$ cat src/rtl/cpu_pkg.sv
// Shared encodings for the control sequencer: opcodes, IR field positions, state and instruction class.
package cpu_pkg;

    localparam int OP_W      = 5;
    localparam int REG_W     = 4;
    localparam int IR_OP_LSB = 27;
    localparam int IR_RA_LSB = 23;
    localparam int IR_RB_LSB = 19;
    localparam int IR_RC_LSB = 15;

    localparam logic [OP_W-1:0] OP_ADD  = 5'b00010;
    localparam logic [OP_W-1:0] OP_SUB  = 5'b00011;
    localparam logic [OP_W-1:0] OP_AND  = 5'b00100;
    localparam logic [OP_W-1:0] OP_OR   = 5'b00101;
    localparam logic [OP_W-1:0] OP_SHR  = 5'b00110;
    localparam logic [OP_W-1:0] OP_SHL  = 5'b00111;
    localparam logic [OP_W-1:0] OP_ROR  = 5'b01000;
    localparam logic [OP_W-1:0] OP_ROL  = 5'b01001;
    localparam logic [OP_W-1:0] OP_MUL  = 5'b01111;
    localparam logic [OP_W-1:0] OP_DIV  = 5'b10000;
    localparam logic [OP_W-1:0] OP_NEG  = 5'b10001;
    localparam logic [OP_W-1:0] OP_NOT  = 5'b10010;
    localparam logic [OP_W-1:0] OP_HALT = 5'b11011;

    typedef enum logic [3:0] {
        ST_IDLE = 4'd0,
        ST_T0   = 4'd1,
        ST_T1   = 4'd2,
        ST_T2   = 4'd3,
        ST_T3   = 4'd4,
        ST_T4   = 4'd5,
        ST_T5   = 4'd6,
        ST_T6   = 4'd7,
        ST_HALT = 4'd8
    } state_t;

    typedef enum logic [2:0] {
        IC_NOP,
        IC_BIN,
        IC_UNARY,
        IC_MULDIV,
        IC_HALT
    } iclass_t;

    function automatic iclass_t op_class(input logic [OP_W-1:0] op);
        case (op)
            OP_ADD, OP_SUB, OP_AND, OP_OR,
            OP_SHR, OP_SHL, OP_ROR, OP_ROL: return IC_BIN;
            OP_NEG, OP_NOT:                 return IC_UNARY;
            OP_MUL, OP_DIV:                 return IC_MULDIV;
            OP_HALT:                        return IC_HALT;
            default:                        return IC_NOP;
        endcase
    endfunction

endpackage

$ cat src/rtl/ir_decoder.sv
// Combinational IR decode: instruction class, raw opcode and one-hot Ra/Rb/Rc selects.
module ir_decoder
    import cpu_pkg::*;
#(
    parameter int NUM_REGS = 16
)(
    input  logic [31:0]         ir,
    output iclass_t             iclass,
    output logic [OP_W-1:0]     op,
    output logic [NUM_REGS-1:0] ra_oh,
    output logic [NUM_REGS-1:0] rb_oh,
    output logic [NUM_REGS-1:0] rc_oh
);

    logic unused_ir_low;

    // The low 15 IR bits carry no meaning for R-format instructions.
    assign unused_ir_low = ^ir[IR_RC_LSB-1:0];

    assign op     = ir[IR_OP_LSB +: OP_W];
    assign iclass = op_class(op);
    assign ra_oh  = NUM_REGS'(1) << ir[IR_RA_LSB +: REG_W];
    assign rb_oh  = NUM_REGS'(1) << ir[IR_RB_LSB +: REG_W];
    assign rc_oh  = NUM_REGS'(1) << ir[IR_RC_LSB +: REG_W];

endmodule

$ cat src/rtl/control_sequencer.sv
// Hard-wired T-state sequencer producing every Datapath control strobe as a Moore decode of its state.
// Defining CTRL_STEP_EN adds a step input: each active state is held until step is high at a clock edge.
module control_sequencer
    import cpu_pkg::*;
#(
    parameter int NUM_REGS = 16,
    parameter int OPW      = 5
)(
    input  logic                clock,
    input  logic                clear,
    input  logic                run,
    input  logic [31:0]         ir,
`ifdef CTRL_STEP_EN
    input  logic                step,
`endif
    output logic                PCout,
    output logic                PCin,
    output logic                IncPC,
    output logic                MARin,
    output logic                MDRin,
    output logic                MDRout,
    output logic                Read,
    output logic                IRin,
    output logic                Yin,
    output logic                Zin,
    output logic                Zlowout,
    output logic                Zhighout,
    output logic                HIin,
    output logic                LOin,
    output logic [NUM_REGS-1:0] Rout,
    output logic [NUM_REGS-1:0] Rin,
    output logic [OPW-1:0]      opcode,
    output logic                halted
);

    state_t              state, state_nxt;
    iclass_t             cls_q, dec_cls;
    logic [OP_W-1:0]     dec_op;
    logic [NUM_REGS-1:0] dec_ra, dec_rb, dec_rc;
    logic [NUM_REGS-1:0] ra_q, rb_q, rc_q;
    logic                adv;

`ifdef CTRL_STEP_EN
    assign adv = step;
`else
    assign adv = 1'b1;
`endif

    ir_decoder #(.NUM_REGS(NUM_REGS)) u_ir_decoder (
        .ir     (ir),
        .iclass (dec_cls),
        .op     (dec_op),
        .ra_oh  (dec_ra),
        .rb_oh  (dec_rb),
        .rc_oh  (dec_rc)
    );

    always_ff @(posedge clock) begin
        if (clear) begin
            state  <= ST_IDLE;
            cls_q  <= IC_NOP;
            ra_q   <= '0;
            rb_q   <= '0;
            rc_q   <= '0;
            opcode <= '0;
        end else begin
            state <= state_nxt;
            // IR is captured once per instruction so later IR changes cannot disturb execute.
            if (state == ST_T2 && state_nxt == ST_T3) begin
                cls_q  <= dec_cls;
                ra_q   <= dec_ra;
                rb_q   <= dec_rb;
                rc_q   <= dec_rc;
                opcode <= OPW'(dec_op);
            end else if (state_nxt == ST_IDLE) begin
                opcode <= '0;
            end
        end
    end

    always_comb begin
        state_nxt = state;
        case (state)
            ST_IDLE: if (run && adv) state_nxt = ST_T0;
            ST_T0:   if (adv) state_nxt = ST_T1;
            ST_T1:   if (adv) state_nxt = ST_T2;
            ST_T2:   if (adv) state_nxt = ST_T3;
            ST_T3:   if (adv) state_nxt = (cls_q == IC_HALT) ? ST_HALT : ST_T4;
            ST_T4:   if (adv) state_nxt = ST_T5;
            ST_T5:   if (adv) state_nxt = (cls_q == IC_MULDIV) ? ST_T6 :
                                          (run ? ST_T0 : ST_IDLE);
            ST_T6:   if (adv) state_nxt = run ? ST_T0 : ST_IDLE;
            ST_HALT: state_nxt = ST_HALT;
            default: state_nxt = ST_IDLE;
        endcase
    end

    always_comb begin
        PCout    = 1'b0;
        PCin     = 1'b0;
        IncPC    = 1'b0;
        MARin    = 1'b0;
        MDRin    = 1'b0;
        MDRout   = 1'b0;
        Read     = 1'b0;
        IRin     = 1'b0;
        Yin      = 1'b0;
        Zin      = 1'b0;
        Zlowout  = 1'b0;
        Zhighout = 1'b0;
        HIin     = 1'b0;
        LOin     = 1'b0;
        Rout     = '0;
        Rin      = '0;
        halted   = (state == ST_HALT);
        case (state)
            ST_T0: begin
                PCout = 1'b1;
                MARin = 1'b1;
                IncPC = 1'b1;
                Zin   = 1'b1;
            end
            ST_T1: begin
                Zlowout = 1'b1;
                PCin    = 1'b1;
                Read    = 1'b1;
                MDRin   = 1'b1;
            end
            ST_T2: begin
                MDRout = 1'b1;
                IRin   = 1'b1;
            end
            ST_T3: begin
                if (cls_q == IC_BIN) begin
                    Rout = rb_q;
                    Yin  = 1'b1;
                end else if (cls_q == IC_MULDIV) begin
                    Rout = ra_q;
                    Yin  = 1'b1;
                end
            end
            ST_T4: begin
                if (cls_q == IC_BIN) begin
                    Rout = rc_q;
                    Zin  = 1'b1;
                end else if (cls_q == IC_UNARY || cls_q == IC_MULDIV) begin
                    Rout = rb_q;
                    Zin  = 1'b1;
                end
            end
            ST_T5: begin
                if (cls_q == IC_BIN || cls_q == IC_UNARY) begin
                    Zlowout = 1'b1;
                    Rin     = ra_q;
                end else if (cls_q == IC_MULDIV) begin
                    Zlowout = 1'b1;
                    LOin    = 1'b1;
                end
            end
            ST_T6: begin
                Zhighout = 1'b1;
                HIin     = 1'b1;
            end
            default: ;
        endcase
    end

endmodule
$ cat config.mk
export PLATFORM = sky130hd
export DESIGN_NAME = control_sequencer
export DESIGN_NICKNAME = d
export VERILOG_FILES = /design/src/rtl/cpu_pkg.sv /design/src/rtl/ir_decoder.sv /design/src/rtl/control_sequencer.sv
export SDC_FILE = /design/constraint.sdc
export NUM_CORES = 1
export LEC_CHECK = 0
export ABC_CLOCK_PERIOD_IN_PS = 5500
export CAP_MARGIN = 20
export CORE_UTILIZATION = 50
export CTS_CLUSTER_DIAMETER = 100
export DETAILED_ROUTE_END_ITERATION = 10
export GPL_TIMING_DRIVEN = 0
export HOLD_SLACK_MARGIN = 0.03
export PLACE_DENSITY = 0.82
export SLEW_MARGIN = 20
export SYNTH_ARGS = -nofsm -noshare
export SYNTH_HDL_FRONTEND = slang
export SYNTH_SLANG_ARGS = --single-unit
$ cat constraint.sdc
create_clock -name clock -period 5.5 [get_ports clock]
set_input_delay 1.375 -clock clock [delete_from_list [all_inputs] [get_ports clock]]
set_output_delay 1.375 -clock clock [all_outputs]
set_load 0.01 [all_outputs]
== After elaboration in Yosys (flattened, before gate mapping) ==
Memories as Yosys holds them, arrays and structs flattened. A register that Yosys moved wholly into a read port is not among the register bits.
Cells that the tools add are included.

* Flip-flop bits (word level): 57
* Memory bits (read-only): 96
* Input port bits: 35
* Output and inout port bits: 52
* Logic and storage cells: 56
* Memories kept: 1

* Eq/ne operators: 13
* Shift operators: 3
* Muxes and demuxes: 28
* Reductions and logical operators: 6

{| class="wikitable"
|+ Memories
! name !! words !! bits a word !! read ports !! clocked after memory_dff !! write ports !! RTL line !! source
|-
| (no name shown) || 32 || 3 || 1 || 1 || 0 || cpu_pkg.sv:46 || <nowiki>case (op)</nowiki>
|}

{| class="wikitable"
|+ Operators by type and width
! kind !! number
|-
| $mux 16 || 6
|-
| $shl 1x4->16 const A || 3
|-
| $pmux 4 s9 || 1
|-
| $pmux 16 s2 || 1
|-
| $eq 4x3->1 const B || 5
|-
| $mux 1 || 13
|-
| $mux 4 || 3
|-
| $mux 5 || 2
|-
| $eq 4x2->1 const B || 2
|-
| $logic_not 4->1 || 2
|-
| $eq 3x2->1 const B || 2
|-
| $eq 4x1->1 const B || 1
|-
| $eq 4x4->1 const B || 1
|-
| $pmux 1 s2 || 2
|-
| $eq 3x1->1 const B || 1
|-
| $eq 3x3->1 const B || 1
|-
| $logic_or 1x1->1 || 2
|-
| $reduce_bool 2->1 || 1
|-
| $logic_and 1x1->1 || 1
|}

== Depth between registers and ports, before layout ==
* Depth in word-level cells: 6
* Depth in mapped cells: 6
* Mapped depth without buffers: 4

== By module ==
From an unflattened synthesis, not the netlist that was laid out.

* Cell total of the unflattened synthesis: 468
* Area total of the unflattened synthesis: 3370.7 um2

{| class="wikitable"
|+ Modules (own cells, without submodules)
! module !! times used !! cells each !! area each (um2) !! seq. area each (um2)
|-
| control_sequencer || 1 || 385 || 2944.1 || 1201.2
|-
| ir_decoder || 1 || 83 || 426.7 || 0.0
|}

== Least setup slack after synthesis ==
Ideal clock, no wire load.

* Kind: register to output
* Start point: reg state[1]
* End point: out Rout[0]
* Data arrival time: 1465 ps
* Data required time: 4125 ps
* Setup slack: 2660 ps
* Cell stages (with the launch flop): 6
* Path buffers: 2
* Cell sequence: dfxtp_1 or4b_1 or2_1 buf_6 buf_8 o22ai_2

* Word-level cells in the longest chain between the ends: 2
* Elaborated cells between the ends (all ways): 3
* Those cells by class: 2 x eq/ne; 1 x mux

{| class="wikitable"
|+ Ends and longest elaborated chain
! item !! RTL line !! source
|-
| start: declaration || control_sequencer.sv:36 || <nowiki>state_t state, state_nxt;</nowiki>
|-
| start signal: assignment || control_sequencer.sv:67 || <nowiki>state <= state_nxt;</nowiki>
|-
| $eq 4x3->1 || control_sequencer.sv:116 || <nowiki>case (state)</nowiki>
|-
| $pmux 16 s2 * || control_sequencer.sv:116 ||
|-
| end: declaration || control_sequencer.sv:30 || <nowiki>output logic [NUM_REGS-1:0] Rout,</nowiki>
|}

Every way passes the cells marked *; elsewhere a longest branch is shown, timed or not.

== Final worst setup path ==
* Start point: reg state[2]
* End point: out Rin[7]

* Word-level cells in the longest chain between the ends: 2

{| class="wikitable"
|+ Ends and longest elaborated chain
! item !! RTL line !! source
|-
| $eq 4x3->1 || control_sequencer.sv:116 ||
|-
| $mux 16 || control_sequencer.sv:116 ||
|-
| end: declaration || control_sequencer.sv:31 || <nowiki>output logic [NUM_REGS-1:0] Rin,</nowiki>
|}

No other way between the ends.

==> reports/results.ini <==
[status]
status = complete, no violations

[min_path]
min_path_type = register to register

[timing]
setup_tns_ns = 0
fmax_ghz = 0.252
finalMaxSlewViolations = 0
worst_hold_slack_ns = 0.463
setup_viol = 0
final.period_utilization = 0.721
rsz0062_at_grt = false
slew_headroom = 0.556
finalHoldViolations = 0
skew_ns = 0.00720
tightestPinTransition_ns = 0.666
finalCriticalPeriod_ns = 3.97

[setup_path]
cp.arrival_ns = 2.59
crit_path_end_kind = output port
crit_chain = nor2b_1 -> nand3_1 -> nor3_2 -> clkbuf_1 -> and2_1 -> clkdlybuf4s50_1
worstPathRequired_ns = 4.12
worstSetupPathType = register to output port
max_stage_delay_ns = 0.53
startpoint_type = register
slowest_stage = clkdlybuf4s50_1
crit_fanout = 10

[detailed_routing]
drcViolationCount = 0
dr.pass1.iters = 5
drtIter0Drc = 383
vias = 3376
final_antenna_net_count = 0
wl_um = 9250
via_per_inst = 5.92
wire_per_inst_um = 16.2

[global_route]
grt_pass1_vias = 2900
antenna_found_initial = 0
grt_overflow = 0
grt_usage = 0.282
grt_max_degree = 12
grt_pass1_wl_um = 14200

[clock_tree]
ctsResizeCount = 0
insertion_delay_ns = 0.34
cts-hold-fix-buffers = 0
clkTransAtPathRegs_ns = 0.07
cts_max_path_buffers = 2
clockRootBuffer = clkbuf_8
numCtsBuffers = 9
cts_tree = built
htree_levels = 3
post-cts-setup-buffers = 0
clkSinkCount = 60

[synth]
syn_area_mm2 = 0.00325
synth_cells = 409
ys.flop_type = dfxtp_1
ys_warn_count = 0
syn_nets = 444
async_reset_ff_frac = 0
ys_seq_area_frac = 0.369
syn_area_per_cell_um2 = 7.95
synthDistinctLibCells = 42
synth_edf_count = 0
ys_seq_elements = 60

[floorplan]
rows = 29
die_x_um = 82.7
die_h_um = 82.7
initial_utilization = 0.515
core-area_mm2 = 0.00631
dieArea_mm2 = 0.00683
ios = 87

[placement]
numPortBuffers = 70
place_inst = 556
dpl.hpwl_um = 6920
gp_congestion = 0.896

[finish]
final_cell_count_no_fill = 570
final_nets = 525
n_antenna_cell = 0
layout-drive-gt1-share = 0.0974
area_growth_pct = 29.3

[pwr]
vdd_ir_drop_max_mv = 0.150
power_density_mw_per_mm2 = 214
p_leak_nw = 1.28

[flow_run]
cap_viol_max_count = 0

-- power by group --
part | internal (mW) | switching [mW] | leakage [nW] | total (mW)
Clock | 0.168 | 0.165 | 0.0848 | 0.333
Sequential | 0.439 | 0.00383 | 0.484 | 0.443
Combinational | 0.0518 | 0.0742 | 0.708 | 0.126
Total | 0.659 | 0.243 | 1.28 | 0.902
-- synth_stat cells (5+ instances only) --
master	instances	area share
a211oi_1	13	0.030
a21oi_1	56	0.086
a22oi_1	17	0.039
and2_1	16	0.031
buf_1	5	0.0058
buf_2	9	0.014
buf_4	8	0.018
clkbuf_1	16	0.018
dfxtp_1	60	0.37
mux2i_1	16	0.049
nand2_1	48	0.055
nand2b_1	6	0.012
nand3_1	29	0.045
nand4_1	21	0.040
nor2_1	20	0.023
nor2b_1	15	0.029
nor3_1	6	0.0092
o22ai_1	8	0.015
o22ai_2	9	0.035
-- stage by stage --
step,setup slack (ns),power (mW),util,cell area (um^2)
finish,1.53,0.902,0.666,4210
detailed placement,1.89,0.576,0.641,4050
global placement,1.91,0.573,0.641,4050
CTS,1.51,0.903,0.666,4210
floorplan,2.66,0.522,-,3250
global route,1.35,0.936,0.666,4210
-- layer usage --
layer	wire length (um)	part of all wire	up-vias	track usage
met4	162	0.018	0	0.112
met2	4270	0.46	147	0.440
met5	0	0	-	0
li1	-	-	1638	-
met3	640	0.069	16	0.0440
met1	4170	0.45	1575	0.386
-- cell families (layout without fill, tap and decap cells) --
| family | Yosys count | in the layout | synth area share |
|---|---|---|---|
| mux | 16 | 16 | 0.0492 |
| xor+xnor | 2 | 2 | 0.00539 |
| buf+inv | 44 | 128 | 0.0692 |
| compound gates | 113 | 113 | 0.231 |
| flops | 60 | 60 | 0.369 |
| simple gates | 174 | 174 | 0.276 |
-- layout by cell type (no fill, tap or decap), types with 2 or more instances in the layout --
master           Yosys  final
nor2b_1             15     15
a22oi_1             17     17
o22ai_1              8      8
buf_2                9      9
mux2i_1             16     16
clkbuf_8             0     10
buf_1                5      5
inv_2                3      3
and2_1              16     16
nand2b_1             6      6
o22ai_2              9      9
nor3_1               6      6
nand4_1             21     21
clkinv_2             0      3
a21oi_1             56     56
or3_1                2      2
clkbuf_1            16     17
nand3_1             29     29
a211oi_1            13     13
buf_4                8      8
clkdlybuf4s50_1      0     70
a21o_1               3      3
dfxtp_1             60     60
nor3b_1              2      2
a311oi_1             3      3
nand2_1             48     48
nor2_1              20     20
-- flip-flops by register name, summed over array words and instances (netlist names) --
register and flops:
ra_q 16, rb_q 16, rc_q 16, opcode 5, state 4, cls_q 3
-- worst max-delay path: cells and delay by family (launching register included) --
family / cells / cell delay, ns
buffers and inverters: 2 / 0.84
AND/OR/NAND/NOR: 4 / 1.03
flip-flops: 1 / 0.39
-- worst paths after layout --
check                           startpoint      end  slack [ns]  cells after the start
worst min-delay path               rc_q[2]  rc_q[2]        0.46                      2
worst min register to register     rc_q[2]  rc_q[2]        0.46                      2
worst max register to register    state[2]  ra_q[8]        3.63                      6
worst max-delay path              state[2]   Rin[7]        1.53                      6
-- layout make-up --
class                      instances  area (um^2)
fill                             545         2110
multi-input combinational        305         1830
sequential                        60         1200
timing repair buffer              70          701
buffer                            40          210
clock buffer                      11          141
tap                               77         96.3
clock inverter                     3         15.0
inverter                           4         15.0
No activity file was read; power rests on OpenSTA's default activity.
